### src/rtl/smart_home_pkg.sv
// smart_home_pkg
// Shared definitions for the smart-home zone controller:
//   - alarm_state_e : alarm FSM encodings (also the alarm_state output code)
//   - DEF_*         : default parameter values used by the controller
package smart_home_pkg;

  typedef enum logic [1:0] {
    ST_DISARMED = 2'b00,
    ST_ARMED    = 2'b01,
    ST_ENTRY    = 2'b10,
    ST_ALARM    = 2'b11
  } alarm_state_e;

  localparam int DEF_N_ZONES     = 4;
  localparam int DEF_TEMP_W      = 8;
  localparam int DEF_TEMP_ON     = 31;
  localparam int DEF_TEMP_OFF    = 28;
  localparam int DEF_LIGHT_HOLD  = 16;
  localparam int DEF_ENTRY_DELAY = 8;

endpackage

### src/rtl/zone_light_timer.sv
// zone_light_timer
// One light zone: a hold counter that is reloaded by motion in the dark and
// counts down to zero otherwise, plus a manual override forcing the light on.
// Ports:
//   clk      : system clock
//   rst      : asynchronous active-high reset
//   motion   : motion detected in this zone
//   bright   : ambient light is bright (1) or dark (0)
//   override : force the light on
//   light    : registered light drive
module zone_light_timer #(
  parameter int LIGHT_HOLD = 16
) (
  input  logic clk,
  input  logic rst,
  input  logic motion,
  input  logic bright,
  input  logic override,
  output logic light
);

  localparam int HOLD_W = $clog2(LIGHT_HOLD + 1);
  localparam logic [HOLD_W-1:0] HOLD_LD = HOLD_W'(LIGHT_HOLD);

  logic [HOLD_W-1:0] cnt_q;
  logic [HOLD_W-1:0] cnt_d;

  function automatic logic [HOLD_W-1:0] sat_dec(input logic [HOLD_W-1:0] v);
    if (v == '0) return v;
    return v - HOLD_W'(1);
  endfunction

  // Bright-room motion neither starts nor extends a hold, but a running hold
  // is not cancelled when the room becomes bright.
  always_comb begin
    if (motion && !bright) cnt_d = HOLD_LD;
    else                   cnt_d = sat_dec(cnt_q);
  end

  // Light decodes the counter value being loaded, so it responds on the same
  // edge that samples the qualifying event.
  always_ff @(posedge clk or posedge rst) begin
    if (rst) begin
      cnt_q <= '0;
      light <= 1'b0;
    end else begin
      cnt_q <= cnt_d;
      light <= (cnt_d != '0) || override;
    end
  end

endmodule

### src/rtl/smart_home_zone_ctrl.sv
// smart_home_zone_ctrl
// Smart-home controller: per-zone motion lights, hysteresis fan control and
// a four-state intrusion alarm with entry delay.
// Ports:
//   clk             : system clock
//   rst             : asynchronous active-high reset
//   motion_sensor   : per-zone motion (1 = motion)
//   light_sensor    : per-zone ambient light (1 = bright)
//   manual_override : per-zone forced light; masks zone motion from the alarm
//   temp_sensor     : shared unsigned temperature sample
//   arm             : level request to arm the alarm
//   disarm_ok       : single-cycle valid disarm pulse
//   light_control   : per-zone light drive
//   fan_control     : fan drive
//   security_alarm  : siren drive (1 only in ALARM)
//   alarm_state     : 00 DISARMED, 01 ARMED, 10 ENTRY, 11 ALARM
module smart_home_zone_ctrl
  import smart_home_pkg::*;
#(
  parameter int N_ZONES     = DEF_N_ZONES,
  parameter int TEMP_W      = DEF_TEMP_W,
  parameter int TEMP_ON     = DEF_TEMP_ON,
  parameter int TEMP_OFF    = DEF_TEMP_OFF,
  parameter int LIGHT_HOLD  = DEF_LIGHT_HOLD,
  parameter int ENTRY_DELAY = DEF_ENTRY_DELAY
) (
  input  logic               clk,
  input  logic               rst,
  input  logic [N_ZONES-1:0] motion_sensor,
  input  logic [N_ZONES-1:0] light_sensor,
  input  logic [N_ZONES-1:0] manual_override,
  input  logic [TEMP_W-1:0]  temp_sensor,
  input  logic               arm,
  input  logic               disarm_ok,
  output logic [N_ZONES-1:0] light_control,
  output logic               fan_control,
  output logic               security_alarm,
  output logic [1:0]         alarm_state
);

  localparam logic [TEMP_W-1:0] TEMP_ON_T  = TEMP_W'(TEMP_ON);
  localparam logic [TEMP_W-1:0] TEMP_OFF_T = TEMP_W'(TEMP_OFF);
  localparam int                ENT_W      = $clog2(ENTRY_DELAY + 1);
  localparam logic [ENT_W-1:0]  ENT_LD     = ENT_W'(ENTRY_DELAY);
  localparam logic [ENT_W-1:0]  ENT_ONE    = ENT_W'(1);

  // Zone lights
  for (genvar i = 0; i < N_ZONES; i++) begin : g_zone
    zone_light_timer #(
      .LIGHT_HOLD(LIGHT_HOLD)
    ) u_zone (
      .clk      (clk),
      .rst      (rst),
      .motion   (motion_sensor[i]),
      .bright   (light_sensor[i]),
      .override (manual_override[i]),
      .light    (light_control[i])
    );
  end

  // Fan hysteresis: between the thresholds the previous drive is kept.
  always_ff @(posedge clk or posedge rst) begin
    if (rst) begin
      fan_control <= 1'b0;
    end else if (temp_sensor >= TEMP_ON_T) begin
      fan_control <= 1'b1;
    end else if (temp_sensor <= TEMP_OFF_T) begin
      fan_control <= 1'b0;
    end
  end

  // Alarm FSM
  alarm_state_e     state_q, state_d;
  logic [ENT_W-1:0] ent_q, ent_d;
  logic             alarm_d;
  logic             eff_motion;

  // Overridden zones are treated as occupied on purpose and do not trip.
  assign eff_motion  = |(motion_sensor & ~manual_override);
  assign alarm_state = state_q;

  always_ff @(posedge clk or posedge rst) begin
    if (rst) begin
      state_q        <= ST_DISARMED;
      ent_q          <= '0;
      security_alarm <= 1'b0;
    end else begin
      state_q        <= state_d;
      ent_q          <= ent_d;
      security_alarm <= alarm_d;
    end
  end

  always_comb begin
    state_d = state_q;
    ent_d   = '0;
    unique case (state_q)
      ST_DISARMED: begin
        if (arm && !eff_motion) state_d = ST_ARMED;
      end
      ST_ARMED: begin
        if (!arm) begin
          state_d = ST_DISARMED;
        end else if (eff_motion) begin
          state_d = ST_ENTRY;
          ent_d   = ENT_LD;
        end
      end
      ST_ENTRY: begin
        // arm is ignored here: once the countdown starts only disarm_ok stops it.
        if (ent_q <= ENT_ONE) state_d = ST_ALARM;
        else                  ent_d   = ent_q - ENT_ONE;
      end
      ST_ALARM: begin
        state_d = ST_ALARM;
      end
      default: state_d = ST_DISARMED;
    endcase
    // A valid disarm wins over motion and over countdown expiry.
    if (disarm_ok) begin
      state_d = ST_DISARMED;
      ent_d   = '0;
    end
  end

  always_comb begin
    alarm_d = (state_d == ST_ALARM);
  end

endmodule

### config.mk
export PLATFORM = sky130hd
export DESIGN_NAME = smart_home_zone_ctrl
export DESIGN_NICKNAME = d
export VERILOG_FILES = /design/src/rtl/smart_home_pkg.sv /design/src/rtl/zone_light_timer.sv /design/src/rtl/smart_home_zone_ctrl.sv
export SDC_FILE = /design/constraint.sdc
export NUM_CORES = 1
export LEC_CHECK = 0
export CAP_MARGIN = 25
export CELL_PAD_IN_SITES_DETAIL_PLACEMENT = 0
export CELL_PAD_IN_SITES_GLOBAL_PLACEMENT = 2
export CORE_UTILIZATION = 35
export CTS_BUF_LIST = sky130_fd_sc_hd__clkbuf_8 sky130_fd_sc_hd__clkbuf_16
export DETAILED_ROUTE_END_ITERATION = 12
export GPL_ROUTABILITY_DRIVEN = 0
export GPL_TIMING_DRIVEN = 0
export PLACE_DENSITY = 0.84
export SYNTH_ARGS = -nofsm -noshare
export SYNTH_HDL_FRONTEND = slang
export SYNTH_SLANG_ARGS = --single-unit
### constraint.sdc
create_clock -name clk -period 3.35 [get_ports clk]
set_input_delay 1.005 -clock clk [delete_from_list [all_inputs] [get_ports clk]]
set_output_delay 1.005 -clock clk [all_outputs]
set_load 0.1 [all_outputs]
==> flow_summary.yaml <==
global_route:
  grt_pass1_vias: 1395
  antenna_found_initial: 0
  grt_pass1_wl_um: 6040
  grt_max_degree: 23
  grt_overflow: 0
  track_usage_pct: 15.1
worst_setup_path:
  crit_fanout: 5
  path_class: "reg2out"
  worst-path-buf-inv: 1
  slowest_delay_ps: 1160
  cp.required_ps: 2340
  start_kind: "flip-flop"
  critical-path-slowest-cell: "clkdlybuf4s50_1"
  crit_family: "buffers and inverters"
  worst_setup_path_end_kind: "output pin"
  crit_chain: "clkdlybuf4s50_1"
  cp.arrival_ps: 1870
clocking:
  post_cts_buffers: 0
  numCtsBuffers: 5
  htree_num_levels: 2
  clock_latency_ps: 280
  ctsResizeCount: 0
  tritoncts: "built"
  clkSinkCount: 32
  hold_buffers: 0
  clk_pin_slew_worst_paths_ps: 70
  cts_root_buf: "clkbuf_8"
  cts.path.max_buffers: 2
sta:
  hold_viol: 0
  slew_viol_final: 0
  grt_setup_unrepaired: "no"
  hold_slack_ps: 503
  relSlewSlack_pct: 35.3
  tns_ps: 0
  tightest_slew_ps: 967
  finClkSkew_ps: 8.39
  fmax_mhz: 348
  min_period_ps: 2880
  setup_viol: 0
  finalCritPeriodShare_pct: 85.9
detailed_routing:
  wl_um: 3600
  first_pass_iters: 6
  route.detailed.wl_per_inst_um: 12.7
  viasPerCell: 4.94
  via_count: 1398
  drc: 0
  drtIter0Drc: 58
  drtAntennaViolNets: 0
die:
  rows: 25
  core_area_mm2: 0.00479
  start_util_pct: 36.7
  die_y_um: 72.9
  ios: 32
  dieArea_mm2: 0.00531
  die_w_um: 72.9
synth:
  synth-edff-count: 0
  dominantRegCellSynth: "dfrtp_1"
  synth.avg_cell_area_um2: 9.99
  yosys.area.top_type_share_pct: 45.6
  yosysTopAreaCell: "dfrtp_1"
  synth-seq-area-share_pct: 45.6
  synthTopCellsByArea: "dfrtp_1 (46%), ha_1 (7.1%), nor3_1 (4.8%)"
  syn_nets: 210
  synth_async_sr_flop_share_pct: 100
  synth_cell_type_count: 38
  synth-seq-cells: 32
  synth.cell_area_mm2: 0.00176
  yosysWarnings: 0
  netlist_instances: 176
power_and_ir_drop:
  p_per_area_mw_per_mm2: 846
  total_power_w: 0.00195
  p_leak_nw: 0.964
  vdd_drop_max_uv: 312
cells_and_area:
  area_delta_synth_final_pct: 31.2
  num_antenna_cells: 0
  num-fill-cells: 453
  final_nets: 249
  final_cell_mix: "dfrtp_1 (32), clkdlybuf4s50_1 (31), nor3_1 (17)"
  layout-drive-gt1-share_pct: 10.2
  final_common_cell: "dfrtp_1"
  final_util_pct: 48.2
place:
  hpwlAfterDp_um: 2730
  io_buffers: 31
job:
  maxCapViolations: 0
hold_path:
  hold_class: "reg2reg"
run_status:
  status: "completed"
-- report_power, final --
group          internal, W  leakage [nW]  switching (W)
registers         0.000523         0.385       0.000143
clock network     0.000262        0.0645       0.000142
logic             0.000381         0.514       0.000500
-- through the flow --
stage | instance area (um2) | std cells | worst slack, ps
final | 2310 | 283 | 474
after floorplan | 1760 | 176 | 1040
after global placement | 2150 | 274 | 562
after CTS | 2310 | 283 | 459
after global routing | 2310 | 283 | 409
after detailed placement | 2180 | 275 | 528
-- sequential cells by signal (all words and copies together), names as in the netlist --
signal               flops
g_zone.u_zone.cnt_q     20
g_zone.u_zone.light      4
ent_q                    4
security_alarm           1
alarm_state              2
fan_control              1
-- Yosys cell counts, types with 3 or more instances --
cell and count:
o21ai_0 3, nand2_1 8, ha_1 10, nand2b_1 8, a21oi_1 5, dfrtp_1 32, xnor2_1 8, nor2b_1 9
buf_4 4, a211oi_1 5, inv_1 14, o31ai_1 3, nor3_1 17, nor2_1 12, or4_1 3, a21o_1 5
-- routing by layer --
metal | global-route usage, % | part of all wire, % | up-vias
li1 | - | - | 698
met1 | 18.0 | 47 | 674
met2 | 24.7 | 49 | 24
met3 | 5.11 | 4.3 | 2
met4 | 6.32 | 0.47 | 0
met5 | 0 | 0 | -
-- final cells by class --
| class | count | area, um2 | share of cell area (%) |
|---|---|---|---|
| repair buffers | 32 | 338 | 14.7 |
| plain buffers | 4 | 30.0 | 1.30 |
| well taps | 67 | 83.8 | 3.64 |
| flip-flops and latches | 32 | 801 | 34.7 |
| clock buffers | 7 | 96.3 | 4.18 |
| inverters | 15 | 56.3 | 2.44 |
| clock inverters | 1 | 30.0 | 1.30 |
| multi-input cells | 125 | 871 | 37.8 |
-- worst paths after layout --
check | start | endpoint | slack, ps | depth (start not counted)
max | alarm_state[0] | alarm_state[0] | 470 | 1
max in group asynchronous | rst | ent_q[2] | 1760 | 3
min in group asynchronous | rst | g_zone[0].u_zone.cnt_q[4] | 1080 | 2
min reg2reg | ent_q[0] | ent_q[0] | 500 | 1
max reg2reg | g_zone[1].u_zone.cnt_q[0] | g_zone[1].u_zone.light | 1310 | 6
min | ent_q[0] | ent_q[0] | 500 | 1
-- logic make-up (layout without fill, tap and decap cells) --
family / Yosys count / count (layout) / share of synthesized area (%)
simple gates: 74 / 74 / 24.9
buf+inv: 19 / 59 / 4.91
xor+xnor: 8 / 8 / 3.99
compound gates: 32 / 32 / 13.0
flops: 32 / 32 / 45.6
fa+ha+maj: 11 / 11 / 7.69
No activity file was read; power rests on OpenSTA's default activity.
